### src/rtl/power_seq_ctrl.sv
// power_seq_ctrl: N-step power sequencer for sensor rails and control pins.
// Raises each step in order after a programmable delay, optionally waits for
// its power-good, lowers steps in reverse order on power-down, and latches
// a fault on power-good timeout or brown-out.
//
// state    | meaning
// ---------+-----------------------------------------------------------
// S_OFF    | all steps inactive, waiting for pwr_req
// S_UP_DLY | counting the pre-assert delay of step k
// S_UP_PG  | step k asserted, waiting for its synchronised power-good
// S_ON     | every step active, ready high
// S_DOWN   | counting the revert delay of step k, walking down to step 0
// S_FAULT  | all steps forced off, held until pwr_req drops
module power_seq_ctrl #(
    parameter int                       N_STEP     = 6,
    parameter int                       CNT_W      = 21,
    parameter int                       IDX_W      = 3,
    parameter logic [N_STEP*CNT_W-1:0]  STEP_DLY   = {6{21'd25000}},
    parameter logic [CNT_W-1:0]         DOWN_DLY   = 21'd25000,
    parameter logic [N_STEP-1:0]        OFF_VAL    = 6'b001000,
    parameter logic [N_STEP-1:0]        PG_MASK    = 6'b000111,
    parameter logic [CNT_W-1:0]         PG_TIMEOUT = 21'd50000
) (
    input  logic              clock,
    input  logic              reset_n,
    input  logic              pwr_req,
    input  logic [N_STEP-1:0] pg,
    output logic [N_STEP-1:0] seq_out,
    output logic              ready,
    output logic              busy,
    output logic              fault,
    output logic [IDX_W-1:0]  fault_step
);

    typedef enum logic [2:0] {
        S_OFF, S_UP_DLY, S_UP_PG, S_ON, S_DOWN, S_FAULT
    } state_t;

    state_t            state, state_nxt;
    logic [IDX_W-1:0]  k, k_nxt;
    logic [CNT_W-1:0]  cnt, cnt_nxt;
    logic [N_STEP-1:0] pg_m, pg_s;

    logic [N_STEP-1:0] active, exempt, bad;
    logic              mon_fault, last_step, dly_hit;
    logic [IDX_W-1:0]  mon_idx, flt_idx;
    logic              assert_k, revert_k;

    logic [N_STEP-1:0] seq_nxt;
    logic              ready_nxt, busy_nxt, fault_nxt;
    logic [IDX_W-1:0]  fault_step_nxt;

    // Two-flop synchroniser for the asynchronous power-good inputs.
    always_ff @(posedge clock or negedge reset_n) begin
        if (!reset_n) begin
            pg_m <= '0;
            pg_s <= '0;
        end else begin
            pg_m <= pg;
            pg_s <= pg_m;
        end
    end

    // A step is active when its output differs from its inactive level; the
    // step still waiting for its own first power-good is not yet monitored.
    assign active    = seq_out ^ OFF_VAL;
    assign exempt    = (state == S_UP_PG) ? (N_STEP'(1) << k) : '0;
    assign bad       = active & PG_MASK & ~exempt & ~pg_s;
    assign last_step = (k == IDX_W'(N_STEP - 1));
    assign dly_hit   = (cnt == STEP_DLY[int'(k)*CNT_W +: CNT_W]);

    // Lowest-numbered failing monitored step wins.
    always_comb begin
        mon_fault = |bad;
        mon_idx   = '0;
        for (int i = N_STEP - 1; i >= 0; i--) begin
            if (bad[i]) mon_idx = IDX_W'(i);
        end
    end

    // State register, step index, counter and registered outputs.
    always_ff @(posedge clock or negedge reset_n) begin
        if (!reset_n) begin
            state      <= S_OFF;
            k          <= '0;
            cnt        <= '0;
            seq_out    <= OFF_VAL;
            ready      <= 1'b0;
            busy       <= 1'b0;
            fault      <= 1'b0;
            fault_step <= '0;
        end else begin
            state      <= state_nxt;
            k          <= k_nxt;
            cnt        <= cnt_nxt;
            seq_out    <= seq_nxt;
            ready      <= ready_nxt;
            busy       <= busy_nxt;
            fault      <= fault_nxt;
            fault_step <= fault_step_nxt;
        end
    end

    // Next-state logic: faults first, then timeout, then abort, then progress.
    always_comb begin
        state_nxt = state;
        k_nxt     = k;
        assert_k  = 1'b0;
        revert_k  = 1'b0;
        flt_idx   = mon_idx;
        unique case (state)
            S_OFF: begin
                if (pwr_req) begin
                    state_nxt = S_UP_DLY;
                    k_nxt     = '0;
                end
            end
            S_UP_DLY: begin
                if (mon_fault) begin
                    state_nxt = S_FAULT;
                end else if (!pwr_req) begin
                    if (k == '0) begin
                        state_nxt = S_OFF;
                    end else begin
                        state_nxt = S_DOWN;
                        k_nxt     = k - IDX_W'(1);
                    end
                end else if (dly_hit) begin
                    assert_k = 1'b1;
                    if (PG_MASK[k]) begin
                        state_nxt = S_UP_PG;
                    end else if (!last_step) begin
                        k_nxt = k + IDX_W'(1);
                    end else begin
                        state_nxt = S_ON;
                    end
                end
            end
            S_UP_PG: begin
                if (mon_fault) begin
                    state_nxt = S_FAULT;
                end else if (!pg_s[k] && cnt == PG_TIMEOUT) begin
                    state_nxt = S_FAULT;
                    flt_idx   = k;
                end else if (!pwr_req) begin
                    state_nxt = S_DOWN;
                end else if (pg_s[k]) begin
                    if (last_step) begin
                        state_nxt = S_ON;
                    end else begin
                        state_nxt = S_UP_DLY;
                        k_nxt     = k + IDX_W'(1);
                    end
                end
            end
            S_ON: begin
                if (mon_fault) begin
                    state_nxt = S_FAULT;
                end else if (!pwr_req) begin
                    state_nxt = S_DOWN;
                    k_nxt     = IDX_W'(N_STEP - 1);
                end
            end
            S_DOWN: begin
                if (mon_fault) begin
                    state_nxt = S_FAULT;
                end else if (cnt == DOWN_DLY) begin
                    revert_k = 1'b1;
                    if (k == '0) begin
                        state_nxt = S_OFF;
                    end else begin
                        k_nxt = k - IDX_W'(1);
                    end
                end
            end
            S_FAULT: begin
                if (!pwr_req) state_nxt = S_OFF;
            end
            default: state_nxt = S_OFF;
        endcase

        if (state_nxt != state || k_nxt != k) begin
            cnt_nxt = '0;
        end else if (state == S_UP_DLY || state == S_UP_PG || state == S_DOWN) begin
            cnt_nxt = cnt + CNT_W'(1);
        end else begin
            cnt_nxt = cnt;
        end
    end

    // Output logic: values the outputs take on the coming edge.
    always_comb begin
        seq_nxt = seq_out;
        if (assert_k) seq_nxt[k] = ~OFF_VAL[k];
        if (revert_k) seq_nxt[k] = OFF_VAL[k];
        if (state_nxt == S_FAULT) seq_nxt = OFF_VAL;
        ready_nxt = (state_nxt == S_ON);
        busy_nxt  = (state_nxt == S_UP_DLY) || (state_nxt == S_UP_PG) ||
                    (state_nxt == S_DOWN);
        fault_nxt = (state_nxt == S_FAULT);
        fault_step_nxt = (state != S_FAULT && state_nxt == S_FAULT) ? flt_idx : fault_step;
    end

endmodule
### config.mk
export PLATFORM = sky130hd
export DESIGN_NAME = power_seq_ctrl
export DESIGN_NICKNAME = d
export VERILOG_FILES = /design/src/rtl/power_seq_ctrl.sv
export SDC_FILE = /design/constraint.sdc
export NUM_CORES = 1
export LEC_CHECK = 0
export ABC_AREA = 1
export CAP_MARGIN = 20
export CORE_UTILIZATION = 30
export CTS_CLUSTER_SIZE = 30
export DETAILED_ROUTE_END_ITERATION = 10
export GPL_TIMING_DRIVEN = 0
export HOLD_SLACK_MARGIN = 0.15
export SYNTH_ARGS = -nofsm -noshare
export SYNTH_HDL_FRONTEND = slang
export SYNTH_SLANG_ARGS = --single-unit
### constraint.sdc
create_clock -name clock -period 2.3 [get_ports clock]
set_input_delay 0.345 -clock clock [delete_from_list [all_inputs] [get_ports clock]]
set_output_delay 0.345 -clock clock [all_outputs]
set_load 0.01 [all_outputs]
---- Word-level counts from Yosys, hierarchy flattened ----
Memories as Yosys holds them, arrays and structs flattened.
Cells that the tools add are included.
Widths: inputs -> output; s select.
word-level totals
  register bits ........................... 51
  bits in read-only memories .............. 16
  input bits .............................. 9
  output and inout port bits .............. 12
  word-level logic and storage cells ...... 120
  memories ................................ 2
cells by class
  add/sub/neg operators ................... 3
  multipliers ............................. 1
  order comparisons ....................... 2
  equality and inequality tests ........... 17
  shift operators ......................... 2
  mux-type cells .......................... 65
  bitwise gates (word level) .............. 5
  reduce and logical (&&, ||, !) cells .... 13
memory list
  name              words  width  rd ports  clocked after memory_dff  write ports  RTL line  RTL
  (name not given)  8      1      1         0                         0            195       if (revert_k) seq_nxt[k] = OFF_VAL[k];
  (name not given)  8      1      1         0                         0            130       if (PG_MASK[k]) begin
operator list
  kind                       number
  $shiftx 126x9->21 const A  1
  $mux 3                     41
  $mux 21                    2
  $mux 6                     4
  $add 21x1->21 const B      1
  $eq 21x15->1 const B       1
  $eq 21x16->1 const B       1
  $eq 21x21->1               1
  $pmux 3 s6                 1
  $eq 3x3->1 const B         5
  $pmux 3 s5                 1
  $bwmux 6                   2
  $eq 3x2->1 const B         4
  $not 6->6                  2
  $mux 1                     11
  $mul 3x5->8 const B        1
  $and 3x6->6                1
  $and 6x6->6                1
  $eq 3x1->1 const B         2
  $logic_not 3->1            2
  $ne 3x3->1                 2
  $reduce_or 6->1            1
  $shl 1x3->6 const A        1
  $logic_or 1x1->1           5
  12 further kinds           14

---- Depth between registers and ports, before layout ----
  depth after elaboration ................. 14
  mapped depth ............................ 21
  depth with buffers taken out ............ 19

---- Worst setup path after synthesis ----
No wires, ideal clock.
  path type ............................... reg-to-reg
  start point ............................. register k[1]
  end point ............................... register cnt[0]
  library setup time ...................... 126 ps
  arrival time ............................ 2401 ps
  required time ........................... 2174 ps
  setup slack ............................. -227 ps
  stages on the path, launching flop included .. 18
  buffers on the path ..................... 2
  period minus slack after synthesis ...... 2527 ps
  path through ............................ dfrtp_1 buf_2 inv_1 ha_1 nand2_1 o21bai_4 nand2_2 nor2_8 nand2_2 o21ai_0 nand2_1 nand2_1 inv_1 nand2_1 nand2_1 nand2_1 buf_2 nor3_2
between the ends
  word-level cells in the longest chain between the ends .. 11
  elaborated cells between the ends (all ways) .. 56
  classes of those cells .................. 2 x add/sub; 1 x mul; 4 x eq/ne; 2 x shift; 37 x mux; 3 x bitwise; 6 x reduce/logical; 1 x memory
ends and longest elaborated chain
  what                                                                 RTL line  RTL
  start: declaration                                                   40        logic [IDX_W-1:0] k, k_nxt;
  start signal: assignment                                             94        k <= k_nxt;
  parallel branches: the longest is 9 deep, another holds $mul 3x5->8  --
  $logic_or 1x1->1 (*)                                                 182       if (state_nxt != state || k_nxt != k) begin
  $mux 21 or $reduce_bool 2->1 (tied branches)                         --
  end signal: assignment                                               95        cnt <= cnt_nxt;
  end: declaration                                                     41        logic [CNT_W-1:0] cnt, cnt_nxt;
Mark *: on every way between the ends. The select of a mux whose other input is x is not followed.
A chain may end at the register's enable or synchronous reset.

---- Worst setup path after layout ----
  start point ............................. register k[1]
  end point ............................... register cnt[3]
Same word-level chain as after synthesis.

==> results.yml <==
timing:
  max_slew_margin: 0.6475
  min_period_over_period: 1.167
  setup_viol_count_final: 32
  setup_tns_ns: -8.945
  layout_setup_ws_ns: -0.3832
  worst_slew_pin_slew_ns: 0.5287
  drv_slew: 0
  rsz0062_at_grt: "yes"
  hold_violations: 0
  period_minus_slack_ns: 2.683
  fmax_mhz: 372.7
  fin_worst_skew_ns: 0.007607
cells_and_area:
  drive_gt1_frac: 0.2607
  fin_util: 0.4136
  n_fill_cell: 1303
  area_growth_pct: 34.62
  final_nets: 650
  antenna_cells: 0
yosys:
  netlist_area_mm2: 0.003877
  ys_ff_latch: 51
  syn_nets: 576
  ys.warnings.count: 0
  synth.distinct_cells: 38
  synthCells: 558
  yosysSeqAreaShare: 0.3295
  syn_area_per_cell_um2: 6.949
clock_tree:
  htree_levels: 2
  tritoncts: "yes"
  clk_path_buf_depth: 2
  clkLatencyLatePin_ns: 0.30
  cts_root_buf: "clkbuf_16"
  clock_sinks: 51
  numCtsBuffers: 5
  clk_pin_slew_ns: 0.07
route:
  avgRoutedWirePerCell_um: 13.67
  vias_per_cell: 4.949
  wirelength_mm: 11.01
  drtIter0Drc: 392
  ant_nets: 0
  dr.pass1.iters: 10
  drc: 3
  vias: 3984
setup_path:
  cp_max_fo: 6
  cp.buffers_inverters: 5
  cp.required_ns: 2.53
  critPathTopFamily: "simple AND/OR/NAND/NOR gates"
  crit_path_max_incr_delay_ns: 0.42
  regToRegSetupSlack_ns: -0.38
  reg2reg_from: "k[1]"
  worstPathArrival_ns: 2.91
  startpoint: "k[1]"
  startpoint_type: "flop"
  path_cells: "buf_8 -> clkinv_8 -> ha_4 -> inv_2 -> nor2_4 -> nand3_2 -> nand2_4 -> nand2_4 -> nor2_8 -> buf_6 -> nand4_1 -> nor2_1 -> nor2_1 -> nand2_1 -> nand2_2 -> nor2_4 -> nand3_4 -> buf_8 -> nor3_4"
  ff2ff_path_depth: 19
  crit_type: "reg -> reg"
  worstReg2RegEnd: "cnt[3]"
  slowest_stage: "dfrtp_2"
  crit_path_end_kind: "flop"
floorplan:
  dieWidth_um: 115.7
  chipHeight_um: 115.7
  ios: 21
  start_util: 0.3073
  dieArea_mm2: 0.01338
  core_mm2: 0.01262
  rows: 41
global_route:
  grt_start_max_net_pins: 32
  grt_overflow_total: 0
  antenna_found_initial: 0
  grt_pass1_wl_mm: 17.95
  track_usage: 0.1722
  grt_pass1_vias: 3695
worst_hold_path:
  hold_path.class: "reg -> reg"
  min_to: "pg_s[2]"
  min_from: "pg_m[2]"
  hold_depth: 0
flow_run:
  cap_violations: 0
status:
  status: "finished, violations left"
  violations: "DRC, setup timing"
power_and_ir_drop:
  p_per_area_mw_per_mm2: 874.6
  p_leak_nw: 2.392
  ir_drop_uv: 446.4
place:
  portBuffers: 20
  gp_congestion: 0.9411
  dp_hpwl_mm: 7.784
## worst reg2reg max path: cells and delay by family, from the launching register on
family | cells | cell delay (ns)
fa+ha+maj | 1 | 0.13
simple gates | 13 | 1.51
flops | 1 | 0.42
buf+inv | 5 | 0.53
## report_power, final
| group | switching [W] | internal [W] |
|---|---|---|
| Combinational | 0.00168 | 0.00109 |
| Sequential | 0.0000561 | 0.000971 |
| Clock | 0.000360 | 0.000413 |
| Total | 0.00209 | 0.00247 |
## routing by layer
metal	global-route usage	part of all wire	routed length (um)	vias to the layer above
met5	0	0	0	-
met4	0.07949	0.034	371	0
met3	0.01987	0.062	681	28
met2	0.2762	0.47	5195	159
met1	0.2326	0.43	4760	1852
li1	-	-	-	1945
## placed cells by master, fill, tap and decap left out, types with 3 or more instances in the layout
cell type and count:
nand4_1 19, buf_4 43, ha_1 5, a21oi_1 13, nor2_1 68, clkdlybuf4s50_1 19
inv_2 5, nand3_1 34, nand2_2 15, nor2_2 10, a221oi_2 3, nor3_1 8
nand3b_1 3, o21ai_0 16, nand2_1 127, nand3_2 8, nor3_4 6, buf_6 4
buf_12 3, xor2_1 14, dfrtp_1 48, buf_8 5, clkbuf_16 5, clkbuf_1 3
nor3_2 17, inv_1 71, nand2_4 8, o211ai_1 4, nor2_4 13, nor4_1 3
## synthesized netlist by cell type
library cell / number / share of area
o21ai_0: 17 / 0.022
nor2_4: 3 / 0.0087
nor3_2: 21 / 0.054
inv_2: 2 / 0.0019
o22ai_1: 2 / 0.0032
dfrtp_1: 50 / 0.32
nand3_1: 39 / 0.050
a211oi_1: 2 / 0.0039
clkinv_1: 1 / 0.00097
buf_4: 3 / 0.0058
nand2_2: 8 / 0.013
a221oi_1: 3 / 0.0068
nand2_1: 142 / 0.14
ha_1: 9 / 0.029
nor3_1: 10 / 0.013
inv_1: 76 / 0.074
nand3_2: 4 / 0.010
nor2_8: 1 / 0.0052
o211ai_1: 4 / 0.0077
nor4_1: 3 / 0.0048
nand2_4: 1 / 0.0029
o21bai_1: 1 / 0.0019
nor2_2: 9 / 0.015
clkbuf_1: 3 / 0.0029
buf_6: 3 / 0.0087
o311ai_0: 1 / 0.0023
o21ai_1: 1 / 0.0013
buf_2: 4 / 0.0052
dfstp_2: 1 / 0.0068
o21bai_4: 1 / 0.0048
xor2_1: 14 / 0.032
nand3b_1: 3 / 0.0058
o31ai_1: 2 / 0.0039
nor2_1: 79 / 0.076
nand3_4: 1 / 0.0045
a21oi_1: 13 / 0.017
xnor2_1: 2 / 0.0045
nand4_1: 19 / 0.031
## flip-flops by register name, indices dropped and copies added (netlist names)
signal      flops
fault_step      3
ready           1
fault           1
busy            1
k               3
seq_out         6
pg_m            6
state           3
pg_s            6
cnt            21
## area by class of cell
cell class	instances	area, um2	share of cell area
Multi-Input combinational cell	415	2514	0.4815
Sequential cell	51	1280	0.2452
Timing Repair Buffer	67	606.8	0.1163
Inverter	79	311.5	0.05968
Tap cell	172	215.2	0.04123
Buffer	13	140.1	0.02685
Clock buffer	5	125.1	0.02397
Clock inverter	3	27.53	0.005273
## cell families (layout without fill, tap and decap cells)
| family | Yosys count | after routing | synth area share |
|---|---|---|---|
| AO/OA/AOI/OAI | 47 | 47 | 0.07454 |
| XOR/XNOR | 16 | 16 | 0.03614 |
| adder cells (fa/ha/maj) | 9 | 9 | 0.02904 |
| buffers and inverters | 92 | 167 | 0.09906 |
| flip-flops | 51 | 51 | 0.3295 |
| AND/OR/NAND/NOR | 343 | 343 | 0.4318 |
## per-stage QoR
step	instances	total power [W]	hold slack [ns]	cell area, um2	worst slack, ns
after floorplan	558	0.002469	0.04941	3940	0.004133
after global placement	750	0.002924	0.3323	4355	-0.8263
after detailed placement	751	0.002944	0.3347	4370	-0.4879
after CTS	793	0.004227	0.3520	4972	-0.2978
after global routing	805	0.004865	0.3561	5220	-0.4975
final	805	0.004565	0.3510	5220	-0.3832
## worst max path at each step
stage / to / slack, ns / cells past startpoint
after floorplan: cnt[14] / 0.004 / 20
after global placement: k[1] / -0.83 / 1
after detailed placement: cnt[7] / -0.49 / 20
after CTS: cnt[3] / -0.30 / 20
after global routing: cnt[3] / -0.50 / 19
final: cnt[3] / -0.38 / 19
## what timing repair did
item,4_1_cts,5_1_grt
pin swaps,7,12
hold endpoints to repair,20,0
buffers inserted,32,12
gates resized for setup,47,36
hold buffers,1,0
cloned,1,0
setup endpoints to repair,32,34
(Power assumes the default switching activity.)
